`src/rtl/fpu_req_adapter_if.sv`:
```
// Host-side request/response bundle for fpu_req_adapter.
// master = host (drives requests, accepts responses), slave = adapter.
interface fpu_req_adapter_if;
    logic        req_valid_in;
    logic        req_ready_out;
    logic [3:0]  req_opCode_in;
    logic [1:0]  req_roundingMode_in;
    logic [31:0] req_operandA_in;
    logic [31:0] req_operandB_in;
    logic        rsp_valid_out;
    logic        rsp_ready_in;
    logic [31:0] rsp_result_out;
    logic [4:0]  rsp_flags_out;
    logic        rsp_timeout_out;

    modport master (
        output req_valid_in, req_opCode_in, req_roundingMode_in,
               req_operandA_in, req_operandB_in, rsp_ready_in,
        input  req_ready_out, rsp_valid_out, rsp_result_out,
               rsp_flags_out, rsp_timeout_out
    );

    modport slave (
        input  req_valid_in, req_opCode_in, req_roundingMode_in,
               req_operandA_in, req_operandB_in, rsp_ready_in,
        output req_ready_out, rsp_valid_out, rsp_result_out,
               rsp_flags_out, rsp_timeout_out
    );
endinterface

```
`src/rtl/fpu_req_adapter.sv`:
```
// fpu_req_adapter: turns a valid/ready host request into an FPU run pulse
// (fpuReset_out low) and returns the FPU result as a valid/ready response.
// Sequence: IDLE -> SETUP (operands settle one cycle) -> RUN -> RESP.
// Optional watchdog abort in RUN is built only when FPU_ADAPTER_TIMEOUT_EN
// is defined; otherwise RUN waits forever and rsp_timeout_out is tied low.
module fpu_req_adapter #(
    parameter int TIMEOUT_CYCLES = 64
) (
    input  logic                 clk_in,
    input  logic                 reset_in,
    fpu_req_adapter_if.slave     host,
    output logic                 fpuReset_out,
    output logic [3:0]           fpuOpCode_out,
    output logic [1:0]           fpuRoundingMode_out,
    output logic [31:0]          fpuOperandA_out,
    output logic [31:0]          fpuOperandB_out,
    input  logic                 fpuResultReady_in,
    input  logic [31:0]          fpuResult_in,
    input  logic [4:0]           fpuFlags_in
);

    typedef enum logic [1:0] {
        ST_IDLE  = 2'd0,
        ST_SETUP = 2'd1,
        ST_RUN   = 2'd2,
        ST_RESP  = 2'd3
    } state_t;

    state_t      r_state;
    logic        r_req_ready;
    logic        r_rsp_valid;
    logic [31:0] r_rsp_result;
    logic [4:0]  r_rsp_flags;
    logic        r_fpu_reset;
    logic [3:0]  r_fpu_opcode;
    logic [1:0]  r_fpu_rm;
    logic [31:0] r_fpu_op_a;
    logic [31:0] r_fpu_op_b;
    logic        r_ready_prev;
    logic        w_complete;

    // Only a 0->1 transition seen while running counts; a level that was
    // already high when RUN began is ignored until it drops and rises again.
    assign w_complete = (r_state == ST_RUN) && fpuResultReady_in && !r_ready_prev;

`ifdef FPU_ADAPTER_TIMEOUT_EN
    localparam int CNT_W = (TIMEOUT_CYCLES > 1) ? $clog2(TIMEOUT_CYCLES + 1) : 1;
    logic [CNT_W-1:0] r_wd_cnt;
    logic             r_rsp_timeout;
    logic             w_expire;

    // Counter holds the number of RUN cycles already elapsed, so expiry is
    // flagged on the last permitted RUN cycle.
    assign w_expire = (r_state == ST_RUN) && (r_wd_cnt == CNT_W'(TIMEOUT_CYCLES - 1));
`endif

    // Previous-cycle sample of the FPU ready line for edge detection.
    always_ff @(posedge clk_in or negedge reset_in) begin
        if (!reset_in) begin
            r_ready_prev <= 1'b0;
        end else begin
            r_ready_prev <= fpuResultReady_in;
        end
    end

    // Main control FSM with registered handshake and FPU-side outputs.
    always_ff @(posedge clk_in or negedge reset_in) begin
        if (!reset_in) begin
            r_state      <= ST_IDLE;
            r_req_ready  <= 1'b1;
            r_rsp_valid  <= 1'b0;
            r_rsp_result <= 32'd0;
            r_rsp_flags  <= 5'd0;
            r_fpu_reset  <= 1'b1;
            r_fpu_opcode <= 4'd0;
            r_fpu_rm     <= 2'd0;
            r_fpu_op_a   <= 32'd0;
            r_fpu_op_b   <= 32'd0;
`ifdef FPU_ADAPTER_TIMEOUT_EN
            r_wd_cnt      <= '0;
            r_rsp_timeout <= 1'b0;
`endif
        end else begin
            case (r_state)
                ST_IDLE: begin
                    r_fpu_reset <= 1'b1;
                    if (host.req_valid_in) begin
                        // Fields go straight to the FPU-facing registers and
                        // stay frozen until the next accepted request.
                        r_fpu_opcode <= host.req_opCode_in;
                        r_fpu_rm     <= host.req_roundingMode_in;
                        r_fpu_op_a   <= host.req_operandA_in;
                        r_fpu_op_b   <= host.req_operandB_in;
                        r_req_ready  <= 1'b0;
                        r_state      <= ST_SETUP;
                    end
                end

                ST_SETUP: begin
                    r_fpu_reset <= 1'b0;
`ifdef FPU_ADAPTER_TIMEOUT_EN
                    r_wd_cnt    <= '0;
`endif
                    r_state     <= ST_RUN;
                end

                ST_RUN: begin
                    if (w_complete) begin
                        r_rsp_result <= fpuResult_in;
                        r_rsp_flags  <= fpuFlags_in;
                        r_fpu_reset  <= 1'b1;
                        r_rsp_valid  <= 1'b1;
                        r_state      <= ST_RESP;
`ifdef FPU_ADAPTER_TIMEOUT_EN
                        r_rsp_timeout <= 1'b0;
                    end else if (w_expire) begin
                        // Watchdog abort reports a quiet NaN with invalidOperation.
                        r_rsp_result  <= 32'h7FC0_0000;
                        r_rsp_flags   <= 5'b10000;
                        r_rsp_timeout <= 1'b1;
                        r_fpu_reset   <= 1'b1;
                        r_rsp_valid   <= 1'b1;
                        r_state       <= ST_RESP;
                    end else begin
                        r_wd_cnt <= r_wd_cnt + 1'b1;
`endif
                    end
                end

                ST_RESP: begin
                    if (host.rsp_ready_in) begin
                        r_rsp_valid <= 1'b0;
                        r_req_ready <= 1'b1;
                        r_state     <= ST_IDLE;
                    end
                end

                default: begin
                    r_state     <= ST_IDLE;
                    r_req_ready <= 1'b1;
                    r_rsp_valid <= 1'b0;
                    r_fpu_reset <= 1'b1;
                end
            endcase
        end
    end

    assign host.req_ready_out  = r_req_ready;
    assign host.rsp_valid_out  = r_rsp_valid;
    assign host.rsp_result_out = r_rsp_result;
    assign host.rsp_flags_out  = r_rsp_flags;
`ifdef FPU_ADAPTER_TIMEOUT_EN
    assign host.rsp_timeout_out = r_rsp_timeout;
`else
    assign host.rsp_timeout_out = 1'b0;
`endif

    assign fpuReset_out        = r_fpu_reset;
    assign fpuOpCode_out       = r_fpu_opcode;
    assign fpuRoundingMode_out = r_fpu_rm;
    assign fpuOperandA_out     = r_fpu_op_a;
    assign fpuOperandB_out     = r_fpu_op_b;

endmodule

```
`src/flat_wrapper.sv`:
```
// flat-port wrapper written by rule: the top's interface ports become plain ports
module fpu_req_adapter_flat 
#(
    parameter int TIMEOUT_CYCLES = 64
)
  (clk_in, reset_in, fpuReset_out, fpuOpCode_out, fpuRoundingMode_out, fpuOperandA_out, fpuOperandB_out, fpuResultReady_in, fpuResult_in, fpuFlags_in, host_req_valid_in, host_req_opCode_in, host_req_roundingMode_in, host_req_operandA_in, host_req_operandB_in, host_rsp_ready_in, host_req_ready_out, host_rsp_valid_out, host_rsp_result_out, host_rsp_flags_out, host_rsp_timeout_out);
  fpu_req_adapter_if host_i ();
  input  logic clk_in;
  input  logic reset_in;
  output logic fpuReset_out;
  output logic [3:0] fpuOpCode_out;
  output logic [1:0] fpuRoundingMode_out;
  output logic [31:0] fpuOperandA_out;
  output logic [31:0] fpuOperandB_out;
  input  logic fpuResultReady_in;
  input  logic [31:0] fpuResult_in;
  input  logic [4:0] fpuFlags_in;
  input wire logic [$bits(host_i.req_valid_in)-1:0] host_req_valid_in;
  input wire logic [$bits(host_i.req_opCode_in)-1:0] host_req_opCode_in;
  input wire logic [$bits(host_i.req_roundingMode_in)-1:0] host_req_roundingMode_in;
  input wire logic [$bits(host_i.req_operandA_in)-1:0] host_req_operandA_in;
  input wire logic [$bits(host_i.req_operandB_in)-1:0] host_req_operandB_in;
  input wire logic [$bits(host_i.rsp_ready_in)-1:0] host_rsp_ready_in;
  output wire logic [$bits(host_i.req_ready_out)-1:0] host_req_ready_out;
  output wire logic [$bits(host_i.rsp_valid_out)-1:0] host_rsp_valid_out;
  output wire logic [$bits(host_i.rsp_result_out)-1:0] host_rsp_result_out;
  output wire logic [$bits(host_i.rsp_flags_out)-1:0] host_rsp_flags_out;
  output wire logic [$bits(host_i.rsp_timeout_out)-1:0] host_rsp_timeout_out;
  assign host_i.req_valid_in = host_req_valid_in;
  assign host_i.req_opCode_in = host_req_opCode_in;
  assign host_i.req_roundingMode_in = host_req_roundingMode_in;
  assign host_i.req_operandA_in = host_req_operandA_in;
  assign host_i.req_operandB_in = host_req_operandB_in;
  assign host_i.rsp_ready_in = host_rsp_ready_in;
  assign host_req_ready_out = host_i.req_ready_out;
  assign host_rsp_valid_out = host_i.rsp_valid_out;
  assign host_rsp_result_out = host_i.rsp_result_out;
  assign host_rsp_flags_out = host_i.rsp_flags_out;
  assign host_rsp_timeout_out = host_i.rsp_timeout_out;
  fpu_req_adapter #(.TIMEOUT_CYCLES(TIMEOUT_CYCLES)) u_core (.clk_in(clk_in), .reset_in(reset_in), .host(host_i), .fpuReset_out(fpuReset_out), .fpuOpCode_out(fpuOpCode_out), .fpuRoundingMode_out(fpuRoundingMode_out), .fpuOperandA_out(fpuOperandA_out), .fpuOperandB_out(fpuOperandB_out), .fpuResultReady_in(fpuResultReady_in), .fpuResult_in(fpuResult_in), .fpuFlags_in(fpuFlags_in));
endmodule
```
`config.mk`:
```
export PLATFORM = sky130hd
export DESIGN_NAME = fpu_req_adapter_flat
export DESIGN_NICKNAME = d
export VERILOG_FILES = /design/src/rtl/fpu_req_adapter_if.sv /design/src/rtl/fpu_req_adapter.sv /design/src/flat_wrapper.sv
export SDC_FILE = /design/constraint.sdc
export NUM_CORES = 1
export LEC_CHECK = 0
export BUFFER_PORTS_ARGS = -buffer_cell sky130_fd_sc_hd__buf_2
export CAP_MARGIN = 5
export CORE_AREA = 2 2 70 139
export CTS_CLUSTER_DIAMETER = 50
export CTS_CLUSTER_SIZE = 10
export DETAILED_ROUTE_END_ITERATION = 7
export DIE_AREA = 0 0 72 141
export GPL_TIMING_DRIVEN = 0
export PLACE_DENSITY = 0.84
export SYNTH_ARGS = -nofsm -noshare
export SYNTH_HDL_FRONTEND = slang
export SYNTH_SLANG_ARGS = --single-unit
```
`constraint.sdc`:
```
create_clock -name clk_in -period 3.8 [get_ports clk_in]
set_input_delay 0.76 -clock clk_in [delete_from_list [all_inputs] [get_ports clk_in]]
set_output_delay 0.76 -clock clk_in [all_outputs]
set_load 0.05 [all_outputs]
```
; Word level (Yosys, flattened, before mapping)
; Cells that the tools add are included.
[totals]
mem_count = 0
latch_bits = 0
romBits = 0
ff_bits = 113
word_cells = 41
ramBits = 0
in_bits = 112
out_inout_bits = 111
[op_classes]
addsub = 0
n_bitwise = 0
eq_ne = 6
div_mod_pow = 0
mul = 0
n_shift = 0
order_cmp = 0
muxes = 11
reduce_logical = 13
[op_table]
columns = cell, count
row1 = 3-bit AND reduction, 3
row2 = 2-bit one-hot mux with 4 select lines, 1
row3 = 2-bit 2-to-1 mux, 3
row4 = 2-bit AND reduction, 3
row5 = 2-bit equality test (second input constant), 2
row6 = 1-bit 2-to-1 mux, 4
row7 = 2-bit != test (second input constant), 2
row8 = 1-bit one-hot mux with 2 select lines, 2
row9 = 2-bit nonzero test, 2
row10 = 1-bit one-hot mux with 3 select lines, 1
row11 = 3-bit nonzero test, 1
row12 = 2-bit by 1-bit equality test with 1-bit output (second input constant), 1
row13 = 1-bit logical AND, 2
row14 = 2-bit zero test, 1
row15 = 2-bit by 1-bit != test with 1-bit output (second input constant), 1
row16 = 1-bit zero test, 1

; Logic depth before layout (Yosys ltp)
[logic_depth]
depth_word = 5
mapped_depth = 6

; Worst setup path before layout
; OpenSTA, ideal clock, no wires.
[synth_path]
kind = input to register
startpoint = input port fpuResultReady_in
endpoint = register u_core.r_state[1]
cell_stages = 3
t_required_ns = 3.675
slack_ns = 2.164
t_arrival_ns = 1.512
path_buffers = 0
path_cell_list = nand2b_1 a221oi_1 mux2_2
[synth_between]
elab_chain_len = 4
[synth_rtl]
columns = element, line_no
row1 = from (decl), flat_wrapper.sv:15  ; input logic fpuResultReady_in;
row2 = 1-bit logical AND (2 in series), fpu_req_adapter.sv:44  ; assign w_complete = (r_state == ST_RUN) && fpuResultReady_in && !r_ready_prev;
row3 = 2-bit by 1-bit != test with 1-bit output (no source line), --
row4 = 3-bit AND reduction (no source line), --
row5 = to (signal assigned), fpu_req_adapter.sv:69  ; r_state <= ST_IDLE;
row6 = to (signal assigned), fpu_req_adapter.sv:95  ; r_state <= ST_SETUP;
row7 = to (signal assigned), fpu_req_adapter.sv:104  ; r_state <= ST_RUN;
row8 = to (decl), fpu_req_adapter.sv:29  ; state_t r_state;
; Every way passes these cells.
; A chain may end at the register's enable or synchronous reset.

; Worst setup path in the final report
[layout_path]
startpoint = register u_core.r_req_ready, in the netlist u_core.host.req_ready_out
endpoint = output port host_req_ready_out
[layout_lines]
columns = element, line_no
row1 = from (decl), fpu_req_adapter.sv:30  ; logic r_req_ready;
row2 = from (signal assigned), fpu_req_adapter.sv:70  ; r_req_ready <= 1'b1;
row3 = from (signal assigned), fpu_req_adapter.sv:94  ; r_req_ready <= 1'b0;
row4 = from (signal assigned), fpu_req_adapter.sv:133  ; r_req_ready <= 1'b1;
row5 = to (decl), flat_wrapper.sv:24  ; output wire logic [$bits(host_i.req_ready_out)-1:0] host_req_ready_out;
; No word-level cell between the ends.

==> impl_metrics.tcl <==
set metrics [dict create \
    fillers 679 \
    wl_per_cell_um 16.4 \
    use_met3 0.0851 \
    insertion_delay_ns 0.40 \
    synth_top_area_share 0.635 \
    tightest_slew_ns 0.564 \
    status "finished, final reports clean" \
    cp.arrival_ns 1.20 \
    antenna_found_initial 0 \
    path_clk_slew_ns 0.05 \
    fp-row-count 50 \
    ant_nets 0 \
    grt_start_max_net_pins 72 \
    syn_area_sq_mm 0.00437 \
    finalHoldViolations 0 \
    clock.fmax_mhz 510 \
    layout-drive-gt1-share 0.736 \
    grt_pass1_vias 3241 \
    diodes 0 \
    synth_cell_type_count 21 \
    netlist_instances 257 \
    track_usage 0.207 \
    numCtsBuffers 17 \
    crit_buf_inv 1 \
    crit_path_cell_trace "buf_2" \
    slew_headroom 0.624 \
    synth_fp_nets 373 \
    cp.depth 1 \
    slowest_delay_ns 0.54 \
    grt_util_met2 0.341 \
    critPathCaptureType "primary output" \
    synth_area_leader_cell "dfrtp_1" \
    setup_tns_ns 0 \
    layout.cells.most_common "buf_2" \
    clock-skew-final_ns 0.00507 \
    hold_path_class "in2async" \
    final-setup-viol-count 0 \
    period_share 0.516 \
    mostFrequentLayoutCells "228 x buf_2, 111 x dfrtp_1, 88 x mux2_2" \
    cp_top_family "flip-flops" \
    core_sq_mm 0.00920 \
    dieArea_sq_mm 0.0102 \
    clockBufferDepth 2 \
    hold_slack_ns 0.353 \
    fp.dieH_um 141 \
    period_minus_slack_ns 1.96 \
    postCtsSetupBuffers 0 \
    io_pins 223 \
    crit_required_ns 3.04 \
    synth-seq-cells 113 \
    initial_utilization 0.476 \
    crit_type "reg2out" \
    wirelength_mm 10.1 \
    synth.area.top_cells "dfrtp_1 64%, mux2_2 23%, mux2_4 6.9%, dfstp_2 1.2%, ha_1 1.1%" \
    utilization 0.677 \
    vias_per_cell 4.93 \
    area_delta_synth_final_pct 42.3 \
    slowest_stage "dfstp_2" \
    rsz0062_at_grt "false" \
    num_vias 3035 \
    cts_root_buffer "clkbuf_16" \
    dr.pass1.iters 4 \
    multi_input_area_sq_mm 0.00145 \
    first_iter_violations 76 \
    yosysWarnings 0 \
    register_area_sq_mm 0.00283 \
    r2r_cells 5 \
    place.gp.congestion 0.798 \
    met1_usage 0.236 \
    cp_max_fo 3 \
    clock-sinks 113 \
    grt_busiest_layer "met2" \
    cts_tree "built" \
    layout.cells.non_filler 615 \
    synth-seq-area-share 0.647 \
    numPortBuffers 221 \
    placed_cells 583 \
    cts.hold.buffers_added 0 \
    h-tree-depth 4 \
    grt_pass1_wl_mm 15.8 \
    die_x_um 72 \
    cts_resized 0 \
    drv_cap 0 \
    syn_avg_cell_area_sq_um 17.0 \
    hpwl_mm 7.44 \
    nets 614 \
    critPathLaunchType "register" \
    drc 0 \
    grt_overflow 0 \
    finalMaxSlewViolations 0 \
]
-- layout make-up --
| class | instances | share of cell area |
|---|---|---|
| flip-flops and latches | 113 | 0.455 |
| multi-input cells | 129 | 0.233 |
| repair buffers | 222 | 0.183 |
| clock buffers | 17 | 0.0683 |
| clock inverters | 15 | 0.0257 |
| well taps | 104 | 0.0209 |
| plain buffers | 12 | 0.0131 |
| inverters | 3 | 0.00181 |
-- synth_stat cells (all sizes together) --
library cell	instances
conb	1
nand2b	1
nand2	2
a221oi	1
mux2i	1
buf	12
ha	4
o32a	1
nand3b	1
nor2	1
a21oi	3
dfstp	2
mux2	108
a2bb2oi	1
a311oi	1
inv	3
nor2b	3
dfrtp	111
-- final timing paths --
kind	to	startpoint	slack, ns
worst min register to register	u_core.fpuOperandA_out[12]	u_core.fpuOperandA_out[12]	0.50
min in group clk_in	u_core.fpuOperandA_out[12]	u_core.fpuOperandA_out[12]	0.50
max in group asynchronous	u_core.fpuReset_out	reset_in	2.68
worst max register to register	u_core.fpuOperandB_out[24]	u_core.r_state[0]	1.94
worst min-delay path	u_core.fpuOperandA_out[15]	reset_in	0.35
worst max-delay path	host_req_ready_out	u_core.host.req_ready_out	1.84
-- routing by layer --
metal	wire length, um	vias to the layer above	share of wire
met5	0	-	0
met4	174	0	0.017
met3	1050	17	0.10
met2	4980	186	0.50
met1	3850	1443	0.38
li1	-	1389	-
-- registers in the layout, summed over array words and instances (netlist names) --
register,count
u_core.host.rsp_result_out,32
u_core.fpuOperandB_out,32
u_core.fpuOpCode_out,4
u_core.r_ready_prev,1
u_core.fpuReset_out,1
u_core.fpuRoundingMode_out,2
u_core.host.req_ready_out,1
u_core.host.rsp_valid_out,1
u_core.host.rsp_flags_out,5
u_core.r_state,2
u_core.fpuOperandA_out,32
-- logic make-up (layout without fill, tap and decap cells) --
family	count (synthesis)	count (layout)	synth area share
compound gates	7	7	0.0117
fa+ha+maj	4	4	0.0114
buf+inv	15	269	0.0212
flops	113	113	0.647
mux	109	109	0.298
other cells	1	1	0.000858
simple gates	8	8	0.0100
-- through the flow --
step / area [sq um] / worst slack, ns
global placement: 5610 / 0.720
finish: 6220 / 1.84
CTS: 6220 / 1.81
detailed placement: 5640 / 1.82
global route: 6220 / 1.78
floorplan: 4370 / 2.16
Power is not shown: default switching activity piles up to over one toggle a cycle in this logic, so the estimate is an artifact.
